`src/rtl/mem_stage_hs.sv`:
```
// MEM pipeline stage: issues one data-memory request per load/store over a
// valid/ready handshake, extends load data, and presents the result to WB.
module mem_stage_hs #(
  parameter int PC_W   = 32,
  parameter int RF_AW  = 5,
  parameter int ALE_EN = 1
) (
  input  logic             clk,
  input  logic             resetn,
  input  logic             ex_valid,
  output logic             ex_ready,
  input  logic [PC_W-1:0]  ex_pc,
  input  logic [3:0]       ex_mem_op,
  input  logic [31:0]      ex_result,
  input  logic [31:0]      ex_store_data,
  input  logic             ex_rf_we,
  input  logic [RF_AW-1:0] ex_rf_waddr,
  input  logic             flush,
  output logic             data_req,
  output logic             data_wr,
  output logic [1:0]       data_size,
  output logic [31:0]      data_addr,
  output logic [3:0]       data_wstrb,
  output logic [31:0]      data_wdata,
  input  logic             data_addr_ok,
  input  logic             data_data_ok,
  input  logic [31:0]      data_rdata,
  output logic             wb_valid,
  input  logic             wb_ready,
  output logic [PC_W-1:0]  wb_pc,
  output logic             wb_rf_we,
  output logic [RF_AW-1:0] wb_rf_waddr,
  output logic [31:0]      wb_rf_wdata,
  output logic             wb_excp_ale,
  output logic             fw_rf_we,
  output logic [RF_AW-1:0] fw_rf_waddr,
  output logic [31:0]      fw_rf_wdata,
  output logic             fw_pending
);

  localparam logic [3:0] OP_NONE = 4'b0000, OP_LB = 4'b0001, OP_LBU = 4'b0010,
                         OP_LH   = 4'b0011, OP_LHU = 4'b0100, OP_LW = 4'b1111,
                         OP_SB   = 4'b1000, OP_SH = 4'b1001, OP_SW = 4'b1010;

  typedef enum logic [2:0] {IDLE, ISSUE, WAIT, DONE, DRAIN} state_t;

  state_t            state_q, state_d;
  logic [PC_W-1:0]   pc_p1;
  logic [3:0]        op_p1;
  logic [31:0]       addr_p1;
  logic [31:0]       sdata_p1;
  logic              rf_we_p1;
  logic [RF_AW-1:0]  rf_waddr_p1;
  logic [31:0]       wdata_p1;
  logic              excp_p1;

  logic [3:0] op_n;
  logic       mis_n;
  logic       accept;
  logic       load_cap;
  state_t     acc_state;

  function automatic logic [3:0] norm_op(input logic [3:0] op);
    case (op)
      OP_LB, OP_LBU, OP_LH, OP_LHU, OP_LW, OP_SB, OP_SH, OP_SW: norm_op = op;
      default: norm_op = OP_NONE;
    endcase
  endfunction

  function automatic logic is_load(input logic [3:0] op);
    is_load = (op == OP_LB) || (op == OP_LBU) || (op == OP_LH) ||
              (op == OP_LHU) || (op == OP_LW);
  endfunction

  function automatic logic [1:0] op_size(input logic [3:0] op);
    case (op)
      OP_LH, OP_LHU, OP_SH: op_size = 2'b01;
      OP_LW, OP_SW:         op_size = 2'b10;
      default:              op_size = 2'b00;
    endcase
  endfunction

  function automatic logic [3:0] store_strb(input logic [3:0] op, input logic [1:0] a);
    case (op)
      OP_SB:   store_strb = 4'b0001 << a;
      OP_SH:   store_strb = a[1] ? 4'b1100 : 4'b0011;
      OP_SW:   store_strb = 4'b1111;
      default: store_strb = 4'b0000;
    endcase
  endfunction

  function automatic logic [31:0] store_lanes(input logic [3:0] op, input logic [31:0] d);
    case (op)
      OP_SB:   store_lanes = {4{d[7:0]}};
      OP_SH:   store_lanes = {2{d[15:0]}};
      default: store_lanes = d;
    endcase
  endfunction

  function automatic logic [31:0] load_ext(input logic [3:0] op, input logic [1:0] a,
                                           input logic [31:0] rd);
    logic signed [7:0]  b_s;
    logic signed [15:0] h_s;
    logic signed [31:0] r_s;
    b_s = rd[8*a +: 8];
    h_s = a[1] ? rd[31:16] : rd[15:0];
    case (op)
      OP_LB:   r_s = b_s;
      OP_LBU:  r_s = {24'd0, b_s};
      OP_LH:   r_s = h_s;
      OP_LHU:  r_s = {16'd0, h_s};
      default: r_s = rd;
    endcase
    load_ext = r_s;
  endfunction

  assign op_n  = norm_op(ex_mem_op);
  assign mis_n = (ALE_EN != 0) &&
                 ((op_size(op_n) == 2'b01 && ex_result[0]) ||
                  (op_size(op_n) == 2'b10 && ex_result[1:0] != 2'b00));
  assign accept    = ex_valid && ex_ready;
  assign acc_state = (op_n != OP_NONE && !mis_n) ? ISSUE : DONE;
  assign load_cap  = (state_q == ISSUE || state_q == WAIT) && state_d == DONE && is_load(op_p1);

  always_ff @(posedge clk or negedge resetn) begin
    if (!resetn) state_q <= IDLE;
    else         state_q <= state_d;
  end

  // A flush racing a response completes the drain in the same cycle, avoiding a DRAIN
  // that would wait for a second response which never arrives.
  always_comb begin
    state_d = state_q;
    case (state_q)
      IDLE:  if (accept) state_d = acc_state;
      ISSUE: if (flush) state_d = (data_addr_ok && !data_data_ok) ? DRAIN : IDLE;
             else if (data_addr_ok) state_d = data_data_ok ? DONE : WAIT;
      WAIT:  if (flush) state_d = data_data_ok ? IDLE : DRAIN;
             else if (data_data_ok) state_d = DONE;
      DRAIN: if (data_data_ok) state_d = IDLE;
      DONE:  if (flush) state_d = IDLE;
             else if (wb_ready) state_d = accept ? acc_state : IDLE;
      default: state_d = IDLE;
    endcase
  end

  always_comb begin
    ex_ready   = !flush && (state_q == IDLE || (state_q == DONE && wb_ready));
    data_req   = (state_q == ISSUE);
    wb_valid   = (state_q == DONE);
    fw_pending = (state_q == ISSUE || state_q == WAIT) && is_load(op_p1) && rf_we_p1;
  end

  // Held instruction; cleared by reset so every payload output reads zero in reset.
  always_ff @(posedge clk or negedge resetn) begin
    if (!resetn) begin
      pc_p1       <= '0;
      op_p1       <= OP_NONE;
      addr_p1     <= '0;
      sdata_p1    <= '0;
      rf_we_p1    <= 1'b0;
      rf_waddr_p1 <= '0;
      wdata_p1    <= '0;
      excp_p1     <= 1'b0;
    end else if (accept) begin
      pc_p1       <= ex_pc;
      op_p1       <= op_n;
      addr_p1     <= ex_result;
      sdata_p1    <= ex_store_data;
      rf_we_p1    <= ex_rf_we && !mis_n;
      rf_waddr_p1 <= ex_rf_waddr;
      wdata_p1    <= ex_result;
      excp_p1     <= mis_n;
    end else if (load_cap) begin
      wdata_p1    <= load_ext(op_p1, addr_p1[1:0], data_rdata);
    end
  end

  assign data_wr     = data_req && !is_load(op_p1);
  assign data_size   = data_req ? op_size(op_p1) : 2'b00;
  assign data_addr   = data_req ? {addr_p1[31:2], 2'b00} : 32'd0;
  assign data_wstrb  = data_req ? store_strb(op_p1, addr_p1[1:0]) : 4'b0000;
  assign data_wdata  = data_req ? store_lanes(op_p1, sdata_p1) : 32'd0;

  assign wb_pc       = pc_p1;
  assign wb_rf_we    = rf_we_p1;
  assign wb_rf_waddr = rf_waddr_p1;
  assign wb_rf_wdata = wdata_p1;
  assign wb_excp_ale = excp_p1;

  assign fw_rf_we    = wb_valid && rf_we_p1;
  assign fw_rf_waddr = rf_waddr_p1;
  assign fw_rf_wdata = wdata_p1;

endmodule

```
`config.mk`:
```
export PLATFORM = sky130hd
export DESIGN_NAME = mem_stage_hs
export DESIGN_NICKNAME = d
export VERILOG_FILES = /design/src/rtl/mem_stage_hs.sv
export SDC_FILE = /design/constraint.sdc
export NUM_CORES = 1
export LEC_CHECK = 0
export ABC_AREA = 1
export BUFFER_PORTS_ARGS = -buffer_cell sky130_fd_sc_hd__buf_2
export CAP_MARGIN = 30
export CORE_AREA = 2 2 184 150
export DETAILED_ROUTE_END_ITERATION = 16
export DIE_AREA = 0 0 186 152
export GPL_TIMING_DRIVEN = 0
export HOLD_SLACK_MARGIN = 0.02
export PLACE_DENSITY = 0.58
export SLEW_MARGIN = 25
export SYNTH_ARGS = -nofsm -noshare
export SYNTH_HDL_FRONTEND = slang
export SYNTH_SLANG_ARGS = --single-unit
```
`constraint.sdc`:
```
create_clock -name clk -period 1.9 [get_ports clk]
set_input_delay 0.095 -clock clk [delete_from_list [all_inputs] [get_ports clk]]
set_output_delay 0.095 -clock clk [all_outputs]
set_load 0.03 [all_outputs]
```
# Yosys cells after proc, flatten, opt, wreduce, memory -nomap -nowiden

Cells that the tools add are included.

Reduce and logical (&&, ||, !) cells: 34
Shift operators: 2
Muxes and demuxes: 28
Eq/ne operators: 28

Operators with widths:

| operator           | number |
|---|---|
| $mux 32            | 4 |
| $pmux 32 s4        | 1 |
| $pmux 32 s2        | 1 |
| $eq 4x4->1 const B | 11 |
| $shiftx 32x6->8    | 1 |
| $mux 3             | 10 |
| $eq 4x2->1 const B | 5 |
| $mux 16            | 1 |
| $pmux 3 s5         | 1 |
| $logic_and 1x1->1  | 14 |
| $eq 4x3->1 const B | 3 |
| $mux 4             | 3 |
| $pmux 4 s3         | 1 |
| $eq 3x2->1 const B | 3 |
| $eq 4x1->1 const B | 2 |
| $pmux 2 s2         | 2 |
| $reduce_or 8->1    | 1 |
| $logic_or 1x1->1   | 7 |
| $mux 2             | 3 |
| $reduce_or 3->1    | 2 |
| $logic_not 1->1    | 4 |
| $reduce_bool 2->1  | 2 |
| $reduce_bool 4->1  | 1 |
| $reduce_or 2->1    | 2 |
| other kinds (7)    | 7 |

Input bits: 145
Output and inout bits: 184
Word-level logic and storage cells: 101
Flip-flop bits (word level): 142

# Longest topological paths before layout

Gate-level depths: netlist of the first run.

Word-level depth: 21
Mapped depth: 13
Depth with buffers taken out: 12

# Worst setup path before layout of the first run

No wires, ideal clock.

Path kind: register -> output
Start point: register state_q[2]
End point: output port data_wdata[14]
Data required time: 1.805 ns
Slack: -0.137 ns
Cell stages (with the launch flop): 7
Path buffers: 1
Arrival: 1.942 ns
Path through: dfrtp_1 -> inv_1 -> nand2_1 -> nor2_1 -> clkbuf_1 -> o221ai_1 -> a21oi_1

Word-level cells in the longest chain between the ends: 2

RTL lines:

| element                | RTL line | source |
|---|---|---|
| from (decl)            | 47       | `state_t state_q, state_d;` |
| from (signal assigned) | 127      | `else state_q <= state_d;` |
| $eq 3x1->1             | 149      | `data_req = (state_q == ISSUE);` |
| net data_req           | 19       | `output logic data_req,` |
| $mux 32                | 183      | `assign data_wdata = data_req ? store_lanes(op_p1, sdata_p1) : 32'd0;` |
| to (decl)              | 24       | `output logic [31:0] data_wdata,` |

The timed path passes the listed nets, and every way through them passes these cells.

# Worst setup path in the final report of the first run

Start point: register op_p1[2]
End point: output port data_wdata[18]

Word-level cells in the longest chain between the ends: 3

RTL lines:

| element                | RTL line | source |
|---|---|---|
| from (decl)            | 49       | `logic [3:0] op_p1;` |
| from (signal assigned) | 167      | `op_p1 <= op_n;` |
| $eq 4x4->1             | 93       | `case (op)` |
| $pmux 32 s2 (*)        | 93       |  |
| $mux 32 (*)            | 183      |  |

Every way passes the cells marked *; elsewhere a longest branch is shown, timed or not.

==> results.json, run 1 <==
{
  "finalNetCount": 1748,
  "vias": 9159,
  "vias_per_cell": 4.62,
  "peakVddDrop_uv": 1120,
  "fp-row-count": 54,
  "ant_nets": 0,
  "gp_congestion": 0.874,
  "gr-total-overflow": 0,
  "cts_max_path_buffers": 2,
  "tritoncts": "yes",
  "cts-htree-levels": 4,
  "r2r_cells": 13,
  "setup_viol": 57,
  "initial_core_util": 0.293,
  "synth_largest_area_cell": "dfrtp_1",
  "fp.dieArea_sq_mm": 0.0283,
  "post_route_cells_drive_above_1_share": 0.395,
  "tightest_slew_ns": 0.592,
  "min-delay-path-class": "in -> reg",
  "synth-seq-cells": 142,
  "netlist.area_leader.share": 0.455,
  "io_buffers": 326,
  "coreArea_sq_mm": 0.0267,
  "arrival_ns": 1.90,
  "synth_ff_type": "dfrtp_1",
  "cts_root_buffer": "clkbuf_16",
  "clock_latency_ns": 0.44,
  "min_period_ns": 2.00,
  "layout_setup_ws_ns": -0.0964,
  "cp_data_required_time_ns": 1.80,
  "fmax_mhz": 501,
  "synth-async-reset-ratio": 1.00,
  "path_class": "reg -> out",
  "fin_worst_skew_ns": 0.0114,
  "fin_crit_sh": 1.05,
  "grt_start_max_net_pins": 73,
  "cts-buffers-inserted": 17,
  "drtIter0Drc": 495,
  "synth_edf_count": 0,
  "use_met1": 0.294,
  "route.detailed.drc": 0,
  "grt_use_total": 0.227,
  "use_met3": 0.0630,
  "syn-cell-area_sq_mm": 0.00781,
  "cellPowerDensity_mw_per_mm2": 1740,
  "final_cell_area_sq_mm": 0.0134,
  "drt_wl_total_um": 32800,
  "status": "finished with violations",
  "synth_area_leaders": "dfrtp_1 (45%), nand2_1 (20%), o21ai_0 (6.5%)",
  "placed_area_sq_mm": 0.00997,
  "violations": "negative setup slack",
  "cp_max_fo": 5,
  "min_path_cells": 5,
  "busiest_layer": "met2",
  "yosysWarnings": 0,
  "first_pass_iters": 5,
  "grt_antenna_before_repair": 3,
  "report.power.total_mw": 23.2,
  "fp.dieW_um": 186,
  "cts.clk_slew.worst_paths_ns": 0.07,
  "syn_to_final_growth_pct": 71.2,
  "io_pins": 329,
  "ys_top_cells_by_count": "nand2_1 (418), dfrtp_1 (142), o21ai_0 (101), inv_1 (94), nand3_1 (93)",
  "maxCapViolations": 0,
  "rsz0062_at_grt": "yes",
  "leakagePower_nw": 7.21,
  "final_hold_viol_count": 0,
  "yosysMostFrequentCell": "nand2_1",
  "worstSetupEndpointType": "output pin",
  "slew_headroom": 0.605,
  "syn_area_per_cell_sq_um": 7.15,
  "dp_hpwl_um": 23100,
  "die_h_um": 152,
  "yosysSeqAreaShare": 0.455,
  "grt_pass1_vias": 9018,
  "grt_first_pass_wirelength_um": 49500,
  "synth_cells": 1093,
  "wl_per_cell_um": 16.5,
  "cp-start-kind": "flop",
  "cts.sinks": 142,
  "grtUsageMet2": 0.367,
  "synth_cell_types": 28,
  "drv_slew": 0
}
-- worst max-delay path, stage by stage, from the launching register on --
cell and delay (ns):
dfrtp_2 0.45, nor2_4 0.16, nand2_4 0.10, clkbuf_8 0.17
buf_8 0.13, a211oi_2 0.25, buf_4 0.20
-- routing by layer --
layer	vias to the layer above	routed length, um	share of wire
met2	361	15300	0.47
met1	4311	14300	0.44
met3	51	2440	0.074
met4	2	748	0.023
met5	-	13	0.00040
li1	4434	-	-
-- final cells by class --
cell class	instances	area (sq um)
diodes	2	5.00
plain buffers	98	893
clock buffers	21	470
clock inverters	11	179
fillers	2518	13300
inverters	96	383
multi-input cells	756	3880
flip-flops and latches	142	3560
well taps	364	455
repair buffers	492	3540
-- flip-flops by register name (all words and copies together), names as in the netlist --
name	flops
wb_excp_ale	1
addr_p1	32
fw_rf_waddr	5
fw_rf_wdata	32
wb_rf_we	1
op_p1	4
sdata_p1	32
wb_pc	32
state_q	3
-- cells in the final DEF (no fill, tap or decap), drive strengths merged --
cell type | Yosys | final
o221ai | 1 | 1
clkinv | 0 | 4
bufinv | 0 | 4
o22ai | 7 | 7
o21ai | 101 | 101
clkbuf | 26 | 48
and3 | 1 | 1
dlygate4sd3 | 0 | 108
nand4 | 6 | 6
clkinvlp | 0 | 2
o211ai | 15 | 15
inv | 96 | 97
a211oi | 6 | 6
or2 | 8 | 8
nand2 | 422 | 422
o21bai | 1 | 1
dfrtp | 142 | 142
diode | 0 | 2
buf | 74 | 455
nand3 | 94 | 94
a21oi | 10 | 10
conb | 1 | 2
nor2 | 79 | 79
nor3 | 3 | 3
-- final timing paths --
check | start | endpoint | slack [ns]
worst max-delay path | op_p1[2] | data_wdata[18] | -0.1
worst min-delay path | flush | state_q[2] | 0.06
worst max register to register | op_p1[2] | fw_rf_wdata[8] | -0.03
worst min register to register | wb_pc[13] | wb_pc[13] | 0.47
max in group asynchronous | resetn | wb_pc[15] | 0.93
min in group asynchronous | resetn | addr_p1[2] | 0.20
-- power by group --
group          switching, mW  internal [mW]  leakage, nW
registers              0.922           4.44         1.76
clock network           1.44           2.32        0.311
logic                   8.87           5.25         5.13
total                   11.2           12.0         7.21
-- per-stage QoR --
step	hold slack (ns)	TNS (ns)	std cells	setup slack, ns	util
after detailed placement	0.0932	-35.54	1785	-0.739	0.373
final	0.0621	-1.21	1982	-0.0964	0.501
after CTS	0.0473	-1.58	1960	-0.0823	0.480
after global routing	0.0972	-7.31	1981	-0.180	0.501
after global placement	0.296	-243.34	1784	-1.51	0.372
after floorplan	-0.201	-0.468	1094	-0.137	-
-- kinds of logic after synthesis --
logic type | share of synthesized area
and+or+nand+nor | 0.320
buffers and inverters | 0.125
DFF | 0.455
AOI/OAI and AO/OA | 0.0990
other | 0.000480
-- what timing repair did --
item                                    CTS  global route
buffers inserted                         31            17
cloned                                    6             3
resized for setup                       267           139
endpoints found under the hold margin   207             0
endpoints found under the setup margin  203           202
pin swaps                                23            16
hold buffers                            108             0
Power figures use the tool's default switching activity.
==> run 2, diff against run 1 <==
==> constraint.sdc (replaced) <==
create_clock -name clk -period 1.9 [get_ports clk]
set_input_delay 0.38 -clock clk [delete_from_list [all_inputs] [get_ports clk]]
set_output_delay 0.38 -clock clk [all_outputs]
set_load 0.03 [all_outputs]
==> run 2 against run 1 <==
Against the previous run:
- the flow still finishes with violations (negative setup slack)
- worst setup slack worse by 0.26 ns
- die area is the same
- cell area rose by 7.2%
- flip-flop and latch count is the same
- power increased by 14%
- count of clock-buffer cells in the layout decreased by 2
- sequential share of layout area is 1.8 points lower
- global-route usage is 0.45 points lower
- first-iteration DRC count down 6.3%
- largest power group unchanged
==> results.json, run 2 (synthesized netlist as in run 1, its figures left out) <==
{
  "status": "finished with violations",
  "violations": "negative setup slack",
  "ant_nets": 0,
  "grt_antenna_before_repair": 13,
  "slew_headroom": 0.647,
  "cts-buffers-inserted": 17,
  "min-delay-path-class": "in -> reg",
  "syn_to_final_growth_pct": 83.6,
  "cpPeakStageDelay_ns": 0.44,
  "final_cell_mix": "nand2_1 (299), buf_2 (256), dfrtp_1 (136)",
  "grt_start_max_net_pins": 79,
  "fin_worst_skew_ns": 0.00732,
  "vias_per_cell": 4.75,
  "setup_viol": 206,
  "peakVddDrop_uv": 981,
  "fmax_mhz": 442,
  "tritoncts": "yes",
  "vias": 9106,
  "gp_congestion": 0.901,
  "fp.dieArea_sq_mm": 0.0283,
  "io_buffers": 326,
  "io_pins": 329,
  "grt_pass1_vias": 8503,
  "clock_latency_ns": 0.43,
  "arrival_ns": 1.88,
  "cp_max_fo": 5,
  "utilization": 0.537,
  "min_period_ns": 2.26,
  "drt_wl_total_um": 34800,
  "route.detailed.drc": 0,
  "cp-start-kind": "flop",
  "maxCapViolations": 0,
  "cellPowerDensity_mw_per_mm2": 1840,
  "top_layer_used": "met5",
  "first_pass_iters": 5,
  "die_h_um": 152,
  "wl_per_cell_um": 18.1,
  "final_common_cell": "nand2_1",
  "grt_use_total": 0.223,
  "crit_path_cell_trace": "inv_4 > nand3_4 > clkbuf_16 > buf_12 > a211oi_4 > buf_6",
  "finalNetCount": 1678,
  "wl_met2_um": 16500,
  "layout_setup_ws_ns": -0.361,
  "fp.dieW_um": 186,
  "cts_max_path_buffers": 2,
  "cts_root_buffer": "clkbuf_16",
  "slowest_stage": "dfrtp_2",
  "wl_met1_um": 14600,
  "routed-wl-met3_um": 2790,
  "initial_core_util": 0.293,
  "cts.sinks": 142,
  "grt_first_pass_wirelength_um": 47900,
  "gr-total-overflow": 0,
  "final_cells": 1919,
  "drv_slew": 0,
  "cts.clk_slew.worst_paths_ns": 0.07,
  "path_class": "reg -> out",
  "rsz0062_at_grt": "yes",
  "leakagePower_nw": 7.55,
  "final_hold_viol_count": 0,
  "dp_hpwl_um": 23100,
  "cp_data_required_time_ns": 1.52,
  "worstSetupEndpointType": "output pin",
  "coreArea_sq_mm": 0.0267,
  "drtIter0Drc": 464,
  "post_route_cells_drive_above_1_share": 0.546,
  "dpl.cell_count": 1785,
  "fp-row-count": 54,
  "tightest_slew_ns": 0.529,
  "cts-htree-levels": 4,
  "fin_crit_sh": 1.19
}
==> run 2: changes by cell type in the layout (fill, tap and decap cells not counted), sizes merged <==
cell	before	now
dlygate4sd3	108	1
bufinv	4	3
clkbuf	48	55
clkinvlp	2	1
buf	455	483
clkinv	4	6
diode	2	10
inv	97	98
==> run 2: per-layer routing <==
layer	global-route usage	vias up
li1	-	4318
met1	0.282	4323
met2	0.354	394
met3	0.0733	63
met4	0.0814	8
met5	0	-
==> run 2: report_power, final <==
| group | internal (mW) | total, mW | switching (mW) |
|---|---|---|---|
| Clock | 2.11 | 3.53 | 1.43 |
| Combinational | 7.14 | 17.4 | 10.3 |
| Sequential | 4.44 | 5.42 | 0.979 |
| Total | 13.7 | 26.4 | 12.7 |
==> run 2: metrics by stage <==
stage | worst slack, ns | TNS, ns | total power, mW | hold WS [ns] | instance area, sq um
after floorplan | -0.0847 | -1.70 | 13.1 | 0.0844 | 7950
after global placement | -1.80 | -300.60 | 16.5 | 0.450 | 10000
after detailed placement | -0.911 | -55.38 | 16.6 | 0.349 | 10100
after CTS | -0.320 | -20.16 | 22.8 | 0.121 | 12200
after global routing | -0.407 | -54.73 | 27.9 | 0.140 | 14300
final | -0.361 | -40.04 | 26.4 | 0.143 | 14300
==> run 2: critical path: cells and delay by family, from the launching register on <==
family / cells / cell delay (ns)
buffers and inverters: 4 / 0.62
DFF: 1 / 0.44
AOI/OAI and AO/OA: 1 / 0.22
and+or+nand+nor: 1 / 0.16
==> run 2: what timing repair did <==
| item | CTS | global route |
|---|---|---|
| pin swaps | 18 | 42 |
| endpoints found under the setup margin | 206 | 212 |
| cloned | 6 | 24 |
| hold endpoints to repair | 64 | 0 |
| setup buffers | 34 | 37 |
| resized for setup | 344 | 443 |
| hold buffers | 1 | 0 |
==> run 2: path summary, 6_finish.rpt <==
check                                 endpoint  depth (start not counted)  slack (ns)        from
worst max-delay path            data_wdata[18]                          6       -0.36  state_q[2]
worst min-delay path                  wb_pc[0]                          3        0.14    ex_pc[0]
worst max register to register  fw_rf_wdata[9]                         16       -0.28  state_q[2]
worst min register to register        wb_pc[0]                          2        0.48    wb_pc[0]
max in group asynchronous             op_p1[0]                          3        0.61      resetn
min in group asynchronous           addr_p1[8]                          2        0.47      resetn
==> run 2: layout make-up <==
cell class	instances	area (sq um)
clock buffers	19	443
well taps	364	455
inverters	96	383
clock inverters	12	160
diodes	10	25.0
plain buffers	95	1070
multi-input cells	756	4730
repair buffers	425	3510
flip-flops and latches	142	3560
fillers	2487	12400
